File: src/rtl/wave_seq_ctrl.sv
// wave_seq_ctrl -- note sequencer for the waveform generator.
//
// A host pushes notes (freq, wave, duty, duration) into a DEPTH-entry FIFO over
// a valid/ready handshake. Notes play one after another. Each note lasts
// note_dur ticks of TICK_DIV clk cycles. gen_en gates the generator while a
// note is playing and run=1.
//
// Optional build macro: WSEQ_GAP_EN. It inserts GAP_TICKS silent ticks after
// every note, counted by the same prescaler and paused by run=0.
//
// Ports:
//   clk, rst                        clock, synchronous active-high reset
//   note_valid / note_ready         host push handshake
//   note_freq/wave/duty/dur         note fields (dur==0 -> note is discarded)
//   run                             1 plays, 0 pauses
//   flush                           abort playback and empty the FIFO
//   freq_out/wave_sel_out/duty_out  latched generator configuration
//   gen_en                          generator enable
//   note_done                       1-cycle pulse per finished/discarded note
//   busy, fifo_count                status
module wave_seq_ctrl #(
  parameter int WIDTH     = 16,
  parameter int CNT_WIDTH = 16,
  parameter int DUR_WIDTH = 12,
  parameter int DEPTH     = 4,
  parameter int TICK_DIV  = 48000,
  parameter int GAP_TICKS = 1
) (
  input  logic                   clk,
  input  logic                   rst,
  input  logic                   note_valid,
  output logic                   note_ready,
  input  logic [WIDTH-1:0]       note_freq,
  input  logic [1:0]             note_wave,
  input  logic [CNT_WIDTH-1:0]   note_duty,
  input  logic [DUR_WIDTH-1:0]   note_dur,
  input  logic                   run,
  input  logic                   flush,
  output logic [WIDTH-1:0]       freq_out,
  output logic [1:0]             wave_sel_out,
  output logic [CNT_WIDTH-1:0]   duty_out,
  output logic                   gen_en,
  output logic                   note_done,
  output logic                   busy,
  output logic [$clog2(DEPTH):0] fifo_count
);

  localparam int AW = $clog2(DEPTH);
  localparam int PW = $clog2(TICK_DIV);
  localparam int GW = $clog2(GAP_TICKS + 1);
  // The duration counter doubles as the gap counter, so it must hold both.
  localparam int CW = (DUR_WIDTH > GW) ? DUR_WIDTH : GW;

  typedef struct packed {
    logic [WIDTH-1:0]     freq;
    logic [1:0]           wave;
    logic [CNT_WIDTH-1:0] duty;
    logic [DUR_WIDTH-1:0] dur;
  } note_t;

  typedef enum logic [2:0] {
    S_IDLE,
    S_LOAD,
    S_PLAY,
`ifdef WSEQ_GAP_EN
    S_GAP,
`endif
    S_DONE
  } state_t;

  state_t               state_q, state_d;
  note_t                mem_q [DEPTH];
  note_t                mem_d [DEPTH];
  logic [AW-1:0]        wr_q, wr_d, rd_q, rd_d;
  logic [AW:0]          cnt_q, cnt_d;
  logic [PW-1:0]        presc_q, presc_d;
  logic [CW-1:0]        dur_q, dur_d;
  logic [WIDTH-1:0]     freq_q, freq_d;
  logic [1:0]           wave_q, wave_d;
  logic [CNT_WIDTH-1:0] duty_q, duty_d;

  logic  full, push, pop, tick, more;
  note_t head;

  assign full       = (cnt_q == (AW+1)'(DEPTH));
  assign note_ready = !rst && !full && !flush;
  assign push       = note_valid && note_ready;
  assign pop        = (state_q == S_LOAD);
  assign head       = mem_q[rd_q];
  assign tick       = run && (presc_q == PW'(TICK_DIV - 1));
  assign more       = (cnt_q != '0) && run;

  assign freq_out     = freq_q;
  assign wave_sel_out = wave_q;
  assign duty_out     = duty_q;
  assign gen_en       = (state_q == S_PLAY) && run;
  assign note_done    = (state_q == S_DONE);
  assign busy         = (state_q != S_IDLE) || (cnt_q != '0);
  assign fifo_count   = cnt_q;

  always_comb begin
    state_d = state_q;
    mem_d   = mem_q;
    wr_d    = wr_q;
    rd_d    = rd_q;
    cnt_d   = cnt_q;
    presc_d = presc_q;
    dur_d   = dur_q;
    freq_d  = freq_q;
    wave_d  = wave_q;
    duty_d  = duty_q;

    if (flush) begin
      // Generator config holds; only sequencing state is cleared.
      state_d = S_IDLE;
      wr_d    = '0;
      rd_d    = '0;
      cnt_d   = '0;
      presc_d = '0;
      dur_d   = '0;
    end else begin
      if (push) begin
        mem_d[wr_q] = {note_freq, note_wave, note_duty, note_dur};
        wr_d        = wr_q + AW'(1);
      end
      if (pop) rd_d = rd_q + AW'(1);
      case ({push, pop})
        2'b10:   cnt_d = cnt_q + (AW+1)'(1);
        2'b01:   cnt_d = cnt_q - (AW+1)'(1);
        default: cnt_d = cnt_q;
      endcase

      case (state_q)
        S_IDLE: if (more) state_d = S_LOAD;
        S_LOAD: begin
          if (head.dur == '0) begin
            state_d = S_DONE;
          end else begin
            freq_d  = head.freq;
            wave_d  = (head.wave == 2'b11) ? 2'b00 : head.wave;
            duty_d  = head.duty;
            dur_d   = CW'(head.dur);
            presc_d = '0;
            state_d = S_PLAY;
          end
        end
        S_PLAY: begin
          if (tick) begin
            presc_d = '0;
            dur_d   = dur_q - CW'(1);
            if (dur_q == CW'(1)) state_d = S_DONE;
          end else if (run) begin
            presc_d = presc_q + PW'(1);
          end
        end
`ifdef WSEQ_GAP_EN
        S_DONE: begin
          presc_d = '0;
          dur_d   = CW'(GAP_TICKS);
          state_d = S_GAP;
        end
        S_GAP: begin
          if (tick) begin
            presc_d = '0;
            dur_d   = dur_q - CW'(1);
            if (dur_q == CW'(1)) state_d = more ? S_LOAD : S_IDLE;
          end else if (run) begin
            presc_d = presc_q + PW'(1);
          end
        end
`else
        S_DONE: state_d = more ? S_LOAD : S_IDLE;
`endif
        default: state_d = S_IDLE;
      endcase
    end
  end

  always_ff @(posedge clk) begin
    if (rst) begin
      state_q <= S_IDLE;
      for (int i = 0; i < DEPTH; i++) mem_q[i] <= '0;
      wr_q    <= '0;
      rd_q    <= '0;
      cnt_q   <= '0;
      presc_q <= '0;
      dur_q   <= '0;
      freq_q  <= '0;
      wave_q  <= '0;
      duty_q  <= '0;
    end else begin
      state_q <= state_d;
      mem_q   <= mem_d;
      wr_q    <= wr_d;
      rd_q    <= rd_d;
      cnt_q   <= cnt_d;
      presc_q <= presc_d;
      dur_q   <= dur_d;
      freq_q  <= freq_d;
      wave_q  <= wave_d;
      duty_q  <= duty_d;
    end
  end

endmodule

File: config.mk
export PLATFORM = sky130hd
export DESIGN_NAME = wave_seq_ctrl
export DESIGN_NICKNAME = d
export VERILOG_FILES = /design/src/rtl/wave_seq_ctrl.sv
export SDC_FILE = /design/constraint.sdc
export NUM_CORES = 1
export LEC_CHECK = 0
export ABC_AREA = 1
export BUFFER_PORTS_ARGS = -buffer_cell sky130_fd_sc_hd__buf_2
export CAP_MARGIN = 20
export CORE_ASPECT_RATIO = 0.7
export CORE_MARGIN = 2
export CORE_UTILIZATION = 49
export CTS_CLUSTER_DIAMETER = 200
export DETAILED_ROUTE_END_ITERATION = 8
export PLACE_DENSITY = 0.77
export SYNTH_ARGS = -nofsm -noshare
export SYNTH_HDL_FRONTEND = slang
export SYNTH_SLANG_ARGS = --single-unit
export TNS_END_PERCENT = 10
File: constraint.sdc
create_clock -name clk -period 1.7 [get_ports clk]
set_input_delay 0.34 -clock clk [delete_from_list [all_inputs] [get_ports clk]]
set_output_delay 0.34 -clock clk [all_outputs]
set_load 0.03 [all_outputs]
==> impl_metrics.toml, run 1 <==
[run_status]
status = "finished, violations left"
violations = "negative setup slack"

[clock_tree]
cts_tree = "done"
clockRootBuffer = "clkbuf_16"
clk_latency_ns = 0.54
clk_pin_slew_ns = 0.07
cts.sinks = 255
cts_hold_buf = 0
htreeDepth = 1
clockBufferDepth = 3
cts_made_buffers = 26

[synthesis]
avgSynthCellArea_um2 = 7.16
synth_edf_count = 0
synth_nets = 1734
async_flop_share = 0
yosys_warnings = 0
netlist_area_um2 = 12000
ys_types = 38
ys_seq_area_frac = 0.427
synth-main-ff-cell = "dfxtp_1"
synth_seq_cells = 255
postSynthCellCount = 1670

[die]
die_h_um = 135
io_pins = 92
core_um2 = 23800
die_x_um = 191
start_util = 0.502
fp.dieArea_um2 = 25700
rows = 47

[place]
routabilityCongestion = 0.897
io_buffers = 91
placed_cells_incl_taps = 2048
dpl-instance-area_um2 = 13100
hpwl_mm = 20.3

[routing]
remaining_drc_errors = 0
drt_iter0_drc = 1094
via_per_inst = 5.55
wl_mm = 33.1
wl_per_cell_um = 15.7
vias = 11700
drtPass1Iterations = 5
postRouteAntennaNets = 0

[pwr]
leakage_nw = 5.61
swShare = 0.236
p_sw_w = 0.00314
clkPwrFrac = 0.468
p_per_area_nw_per_um2 = 922
pwr-share-seq = 0.456
p_comb_frac = 0.076
p_int_w = 0.0102
ir_drop_mv = 0.744

[setup_path]
r2r_cells = 11
startpoint = "rd_q[0]"
r2r_start = "rd_q[0]"
start_kind = "flop"
endpoint = "freq_out[9]"
rrSetupSlack_ns = -0.12
cp-end-kind = "flop"
crit_arrival_ns = 2.23
crit_path_max_fanout = 21
r2r-end = "freq_out[9]"
path_class = "reg2reg"
worstPathRequired_ns = 2.11

[sta]
max_clock_freq_ghz = 0.549
rsz0062_at_grt = "true"
max_slew.worst_pin.slew_ns = 0.658
whs_ns = 0.103
period_share = 1.07
slew-limit-headroom = 0.561
setup-violations-final = 65
clock_skew_ns = 0.0206
fin_ws_ns = -0.121
report.final.hold_viol_count = 0
layout_min_cycle_time_ns = 1.82
slew_violations = 0

[grt]
grt_pass1_vias = 10800
grt_max_degree = 122
grt_antenna_before_repair = 3
grt_overflow = 0
grt_pass1_wl_mm = 54.2
gr-usage-all-layers = 0.256

[hold_path]
worstHoldPathType = "in2reg"

[finish]
fin_util = 0.607
drive_above_1_share = 0.198
final_common_cell = "a21oi_1"
syn2layout_area_growth_pct = 21.0
nets = 1838
stdcell_area_um2 = 14500
mostFrequentLayoutCells = "298 x a21oi_1, 281 x nand2_1, 248 x dfxtp_1, 168 x nand3_1, 153 x o21ai_0"
stdcell_count = 2114
nFillCells = 2081
multi_input_area_um2 = 5730
seqCellArea_um2 = 5120

[job]
cap_violations = 0
per-stage QoR:
step / TNS (ns) / setup WS [ns] / power (W)
final: -5.85 / -0.121 / 0.0133
after floorplan: -19.20 / -0.335 / 0.00679
after global routing: -15.72 / -0.260 / 0.0138
after detailed placement: -33.98 / -0.237 / 0.00713
after global placement: -24.74 / -0.258 / 0.00711
after CTS: -3.79 / -0.117 / 0.0134
final cells by class:
type                    instances  area share
diodes                          2    0.000346
clock buffers                  37      0.0535
clock inverters                11      0.0119
inverters                     159      0.0419
multi-input cells            1130       0.396
flip-flops and latches        255       0.354
well taps                     318      0.0275
repair buffers                202       0.115
power groups by stage:
| stage | logic (W) | registers, W | clock network (W) |
|---|---|---|---|
| global placement | 0.000901 | 0.00621 | 0 |
| floorplan | 0.000566 | 0.00622 | 0 |
| global route | 0.00111 | 0.00608 | 0.00657 |
| detailed placement | 0.000919 | 0.00621 | 0 |
| finish | 0.00102 | 0.00608 | 0.00624 |
| CTS | 0.000989 | 0.00608 | 0.00632 |
worst max-delay path: stages, from the launching register on:
cell     delay (ns)
dfxtp_4        0.39
buf_12         0.16
nand2_2        0.06
nand3_2        0.08
nand2_2        0.12
nand2_2        0.08
nor2_4         0.15
nand3_2        0.11
nand3_4        0.15
buf_12         0.14
buf_16         0.15
a21oi_1        0.08
sequential cells by signal, summed over array words and instances (netlist names), 3 cells and up:
signal,cells
duty_out,16
freq_out,16
fifo_count,3
presc_q,16
mem_q,184
dur_q,12
Yosys cell counts (3+ instances only):
library cell,n,area (µm²)
a21oi_1,300,1500
a21oi_2,9,78.8
buf_1,12,45.0
buf_2,18,90.1
buf_4,3,22.5
buf_6,26,293
clkbuf_1,69,259
dfxtp_1,255,5100
ha_1,12,150
inv_1,154,578
inv_2,4,15.0
nand2_1,303,1140
nand2_2,20,125
nand3_1,173,866
nand3_2,5,50.1
nand4_1,27,169
nor2_1,63,236
nor2_2,4,25.0
nor2b_1,5,31.3
o21ai_0,170,851
o21ai_1,11,55.1
or2_2,3,18.8
xor2_1,4,35.0
how the worst min path moves through the flow:
stage / startpoint / to / slack [ns] / cells past startpoint
floorplan: mem_q[106] / mem_q[106] / 0.43 / 2
global placement: freq_out[4] / freq_out[4] / 0.43 / 2
detailed placement: duty_out[12] / duty_out[12] / 0.43 / 2
CTS: note_duty[8] / mem_q[66] / 0.09 / 3
global route: note_duty[8] / mem_q[158] / 0.1 / 3
finish: note_duty[8] / mem_q[66] / 0.10 / 3
layer usage:
metal | up-vias | wire length, µm | GRT usage
met5 | - | 13 | 0
met3 | 71 | 2560 | 0.0473
met4 | 2 | 799 | 0.0853
li1 | 5769 | - | -
met1 | 5411 | 14900 | 0.361
met2 | 471 | 14800 | 0.395
repair_timing:
item	CTS	global route
resized for setup	68	21
cloned	5	1
buffers inserted	9	1
pin swaps	17	1
endpoints found under the setup margin	68	147
kinds of logic (layout without fill, tap and decap cells):
group	count (synthesis)	in the layout	synth area share
AOI/OAI and AO/OA	500	500	0.215
xor gates and xnor gates	4	4	0.00293
adders and majority gates	13	13	0.0142
buffers and inverters	288	409	0.111
DFF	255	255	0.427
other	0	2	0
and+or+nand+nor	610	613	0.230
Note: power is estimated with default switching activity, not from simulation.
==> run 2: changes to the inputs <==
--- a/config.mk
+++ b/config.mk
@@ -5,11 +5,10 @@
 export SDC_FILE = /design/constraint.sdc
 export NUM_CORES = 1
 export LEC_CHECK = 0
-export ABC_AREA = 1
 export BUFFER_PORTS_ARGS = -buffer_cell sky130_fd_sc_hd__buf_2
 export CAP_MARGIN = 20
 export CORE_ASPECT_RATIO = 0.7
-export CORE_MARGIN = 2
+export CORE_MARGIN = 10
 export CORE_UTILIZATION = 49
 export CTS_CLUSTER_DIAMETER = 200
 export DETAILED_ROUTE_END_ITERATION = 8
==> impl_metrics.toml, run 2 <==
[clock_tree]
clk_latency_ns = 0.53
clockBufferDepth = 3
cts.sinks = 255
cts_hold_buf = 0
htreeDepth = 1
cts_tree = "done"
cts_made_buffers = 24
clockRootBuffer = "clkbuf_16"
clk_pin_slew_ns = 0.07

[synthesis]
synth_nets = 1366
postSynthCellCount = 1302
ys_types = 55
synth-main-ff-cell = "dfxtp_1"
yosys-top-cells-count = "476 x nand2_1, 255 x dfxtp_1, 237 x a21oi_1"
yosys.area.top_type_share = 0.474
synth_edf_count = 0
synth_area_leader_cell = "dfxtp_1"
yosys_warnings = 0
netlist_top_cells_area = "dfxtp_1 47%, nand2_1 17%, a21oi_1 11%"
ys_seq_area_frac = 0.474
synth_seq_cells = 255
netlist_area_um2 = 10800
yosysMostFrequentCell = "nand2_1"
async_flop_share = 0
avgSynthCellArea_um2 = 8.27

[pwr]
p_sw_w = 0.00269
clkPwrFrac = 0.453
swShare = 0.222
p_comb_frac = 0.050
ir_drop_mv = 0.730
p_int_w = 0.00944
leakage_nw = 4.84
p_per_area_nw_per_um2 = 896
pwr-share-seq = 0.497

[sta]
fin_ws_ns = -1.08
period_share = 1.63
max_clock_freq_ghz = 0.360
rsz0062_at_grt = "true"
whs_ns = 0.0789
slew_violations = 0
report.final.hold_viol_count = 0
max_slew.worst_pin.slew_ns = 1.25
setup-violations-final = 69
final.setup.tns_ns = -65.00
slew-limit-headroom = 0.168
layout_min_cycle_time_ns = 2.78
clock_skew_ns = 0.0160

[setup_path]
critPathTopFamily = "simple AND/OR/NAND/NOR gates"
cp-end-kind = "flop"
crit_top_cell = "clkbuf_16"
worstPathRequired_ns = 2.14
max_stage_delay_ns = 0.55
start_kind = "flop"
path_cells = "clkbuf_16 > mux4_2 > or4_4 > buf_4 > nor3_4 > buf_6 > or3_4 > clkbuf_16 > nand2_1 > a21oi_1"
crit_path_max_fanout = 8
path_class = "reg2reg"
crit_path_top_delay_cell = "or4_4"
crit_arrival_ns = 3.21
crit_buf_inv = 4

[job]
cap_violations = 0

[finish]
nFillCells = 1804
mostFrequentLayoutCells = "470 x nand2_1, 248 x dfxtp_1, 220 x a21oi_1, 95 x buf_4, 86 x buf_2"
multi_input_area_um2 = 5480
largest_register = "mem_q"
final_common_cell = "nand2_1"
nets = 1510
largest_reg_flops = 184
drive_above_1_share = 0.252
syn2layout_area_growth_pct = 25.7
seqCellArea_um2 = 5120

[die]
start_util = 0.498
core_um2 = 21600
die_h_um = 144
fp.dieArea_um2 = 28400
die_x_um = 197
io_pins = 92
rows = 45

[routing]
drt_iter0_drc = 1041
drtPass1Iterations = 6
route.met3.wl_mm = 2.64
wl_met2_mm = 14.9
postRouteAntennaNets = 0
wl_mm = 31.6
via_per_inst = 5.68
routed.top_layer = "met5"
wl_per_cell_um = 18.1
vias = 9923
wl_met1_mm = 13.6
remaining_drc_errors = 0

[place]
pre_cts_ws_ns = -1.21
hpwl_mm = 19.3
routabilityCongestion = 0.900
io_buffers = 91

[grt]
gr-usage-all-layers = 0.206
grt_antenna_before_repair = 3
grt_pass1_wl_mm = 48.2
grt_pass1_vias = 9332
grt_overflow = 0
grt_max_degree = 219

[run_status]
violations = "negative setup slack"
status = "finished, violations left"

[hold_path]
worstHoldPathType = "in2reg"
==> run 2: cell types whose count changed after synthesis, sizes merged, moves of 27 or more <==
| cell | previous run | this run |
|---|---|---|
| mux4 | 0 | 46 |
| o21ai | 181 | 19 |
| buf | 60 | 20 |
| nand3 | 180 | 12 |
| a21oi | 309 | 237 |
| nor2 | 68 | 31 |
| nand4 | 28 | 1 |
| nand2 | 323 | 477 |
| inv | 159 | 17 |
==> run 2: layer usage <==
metal	vias to the layer above	track usage
li1	4708	-
met1	4724	0.275
met4	4	0.0456
met5	-	0
met3	51	0.0371
met2	436	0.341
==> run 2: area by class of cell <==
class | instances | area share
Multi-Input combinational cell | 935 | 0.405
Inverter | 17 | 0.00490
Antenna cell | 2 | 0.000370
Clock buffer | 31 | 0.0516
Sequential cell | 255 | 0.378
Tap cell | 282 | 0.0261
Clock inverter | 11 | 0.00804
Timing Repair Buffer | 213 | 0.126
==> run 2: stage by stage <==
step / cells / cell area, µm² / total power, W / util
2_1_floorplan: 1302 / 10800 / 0.00644 / -
3_5_place_dp: 1691 / 12300 / 0.00670 / 0.568
6_report: 1746 / 13500 / 0.0121 / 0.626
4_1_cts: 1735 / 13300 / 0.0121 / 0.613
5_1_grt: 1744 / 13500 / 0.0125 / 0.626
3_3_place_gp: 1691 / 12300 / 0.00669 / 0.568
==> run 2: power groups by stage <==
stage,Combinational [W],Clock (W),Sequential [W]
floorplan,0.000277,0,0.00617
global placement,0.000518,0,0.00617
detailed placement,0.000528,0,0.00617
CTS,0.000549,0.00553,0.00604
global route,0.000645,0.00578,0.00603
finish,0.000602,0.00549,0.00603
==> run 2: path summary, 6_finish.rpt <==
kind	start	endpoint	slack [ns]	cells after the start
setup / recovery	rd_q[1]	freq_out[8]	-1.08	10
hold / removal	note_freq[1]	mem_q[77]	0.08	3
setup reg to reg	rd_q[1]	freq_out[8]	-1.08	10
hold reg to reg	freq_out[3]	freq_out[3]	0.45	2
==> run 2: what timing repair did <==
action                                 in CTS  in global routing
setup buffers                               2                  3
setup endpoints to repair                  70                 71
gates resized for setup                    43                 33
pin swaps                                  18                 13
endpoints found under the hold margin       0                  0
gates cloned                                0                  6
==> run 2: cell families after synthesis <==
logic type	synth area share
AOI/OAI and AO/OA	0.150
and+or+nand+nor	0.215
muxes	0.0990
buffers and inverters	0.0419
DFF	0.474
xor gates and xnor gates	0.00407
adders and majority gates	0.0158
==> run 2: worst min-delay path: stages <==
cell     delay (ns)
buf_2          0.12
nand2_1        0.05
a21oi_1        0.05
==> run 3: changes to the inputs <==
--- a/config.mk
+++ b/config.mk
@@ -12,7 +12,7 @@
 export CORE_UTILIZATION = 49
 export CTS_CLUSTER_DIAMETER = 200
 export DETAILED_ROUTE_END_ITERATION = 8
-export PLACE_DENSITY = 0.77
+export PLACE_DENSITY = 0.75
 export SYNTH_ARGS = -nofsm -noshare
 export SYNTH_HDL_FRONTEND = slang
 export SYNTH_SLANG_ARGS = --single-unit
==> constraint.sdc (replaced) <==
create_clock -name clk -period 2.83 [get_ports clk]
set_input_delay 0.566 -clock clk [delete_from_list [all_inputs] [get_ports clk]]
set_output_delay 0.566 -clock clk [all_outputs]
set_load 0.03 [all_outputs]
==> impl_metrics.toml, run 3 (synthesis results as in run 2) <==
[place]
placed_cells_incl_taps = 1617
routabilityCongestion = 0.835
io_buffers = 91
pre_cts_ws_ns = -0.102
hpwl_mm = 17.1

[finish]
largest_register = "mem_q"
final_common_cell = "nand2_1"
largest_reg_flops = 184
drive_above_1_share = 0.172
stdcell_count = 1663
nets = 1429
syn2layout_area_growth_pct = 16.8
mostFrequentLayoutCells = "474 x nand2_1, 253 x dfxtp_1, 236 x a21oi_1, 90 x buf_2, 46 x mux4_2"

[hold_path]
holdPathStages = 3
min_to = "mem_q[25]"
worstHoldPathType = "in2reg"
hp-start = "note_duty[13]"

[setup_path]
rrSetupSlack_ns = 0.03
crit_arrival_ns = 3.19
path_class = "reg2reg"
crit_top_cell = "or4_4"
r2r-end = "presc_q[7]"
crit_path_top_delay_cell = "or4_4"
critPathTopFamily = "simple AND/OR/NAND/NOR gates"
r2r_cells = 7
crit_path_max_fanout = 8
cp-end-kind = "flop"
max_stage_delay_ns = 0.59
worstPathRequired_ns = 3.22
start_kind = "flop"
crit_buf_inv = 1
path_cells = "buf_4 > mux4_2 > or4_4 > or4_4 > and2_4 > nand2_2 > o21ai_0"
r2r_start = "rd_q[1]"

[sta]
slew-limit-headroom = 0.260
slew_violations = 0
max_slew.worst_pin.slew_ns = 1.11
period_share = 0.989
report.final.hold_viol_count = 0
rsz0062_at_grt = "true"
layout_min_cycle_time_ns = 2.80
max_clock_freq_ghz = 0.357
fin_ws_ns = 0.0304
clock_skew_ns = 0.0128
whs_ns = 0.316
setup-violations-final = 0

[clock_tree]
clockRootBuffer = "clkbuf_16"
cts.sinks = 255
cts_made_buffers = 25
htreeDepth = 1
clk_pin_slew_ns = 0.07
clockBufferDepth = 3
cts_tree = "done"
clk_latency_ns = 0.52
cts_hold_buf = 0

[job]
cap_violations = 0

[grt]
grt_antenna_before_repair = 3
grt_overflow = 0
grt_max_degree = 220
grt_pass1_wl_mm = 46.6
gr-usage-all-layers = 0.198
grt_pass1_vias = 8927

[routing]
wl_per_cell_um = 17.3
vias = 9362
drt_iter0_drc = 940
postRouteAntennaNets = 0
wl_mm = 28.8
drtPass1Iterations = 5
via_per_inst = 5.63
remaining_drc_errors = 0

[die]
fp.dieArea_um2 = 28400
io_pins = 92
start_util = 0.498
die_h_um = 144
die_x_um = 197
core_um2 = 21600
rows = 45

[pwr]
p_per_area_nw_per_um2 = 601
total_power_w = 0.00756
leakage_nw = 4.34
ir_drop_mv = 0.403

[run_status]
status = "finished, final reports clean"
==> run 3: cell count changes in the layout (fill, tap and decap cells not counted), moves of 5 or more <==
| cell | before | now |
|---|---|---|
| dfxtp_1 | 248 | 253 |
| buf_4 | 95 | 32 |
| inv_1 | 11 | 17 |
| ha_1 | 6 | 12 |
| buf_12 | 16 | 8 |
| a21oi_1 | 220 | 236 |
| a21oi_2 | 17 | 1 |
| inv_2 | 5 | 0 |
| ha_4 | 5 | 0 |
| buf_6 | 11 | 1 |
| clkinv_2 | 8 | 2 |
==> run 3: repair_timing <==
action                     4_1_cts  5_1_grt
gates resized for setup          3        7
buffers inserted                 0        2
gates cloned                     0        1
setup endpoints to repair       25       23
pin swaps                        0        2
==> run 3: per-stage QoR <==
stage	TNS (ns)	instance area, µm²	utilization
after floorplan	-0.0551	10800	-
after global placement	-0.284	11600	0.537
after detailed placement	-1.57	11600	0.537
after CTS	0	12500	0.578
after global routing	-0.101	12600	0.581
final	0	12600	0.582
==> run 3: cell type report <==
type / count / area (µm²)
Fill cell: 1919 / 9050
Multi-Input combinational cell: 934 / 5270
Sequential cell: 255 / 5110
Timing Repair Buffer: 132 / 887
Clock buffer: 33 / 696
Tap cell: 282 / 353
Clock inverter: 8 / 190
Inverter: 17 / 63.8
Antenna cell: 2 / 5.00
==> run 3: worst register-to-register path, stage by stage (launching register included) <==
cell	delay (ns)
dfxtp_4	0.38
buf_4	0.12
mux4_2	0.52
or4_4	0.56
or4_4	0.59
and2_4	0.22
nand2_2	0.16
o21ai_0	0.12
==> run 3: report_power, final <==
group	switching, W	total, W	leakage, nW	internal [W]
Combinational	0.000196	0.000302	1.85	0.000106
Clock	0.00137	0.00363	0.434	0.00226
Sequential	0.0000139	0.00363	2.06	0.00361
==> run 3: how the worst max path moves through the flow <==
stage	from	endpoint	slack [ns]	cells past startpoint
floorplan	rd_q[0]	presc_q[9]	-0.06	9
global placement	rd_q[1]	dur_q[9]	-0.04	6
detailed placement	rd_q[1]	dur_q[7]	-0.10	6
CTS	rd_q[1]	presc_q[9]	0.04	7
global route	rd_q[1]	presc_q[9]	-0.03	7
finish	rd_q[1]	presc_q[7]	0.03	7
==> run 3: metal layers <==
layer	vias up	track usage	routed length (µm)
li1	4540	-	-
met1	4438	0.274	13000
met2	345	0.322	13100
met3	35	0.0323	2310
met4	4	0.0407	423
met5	-	0	15
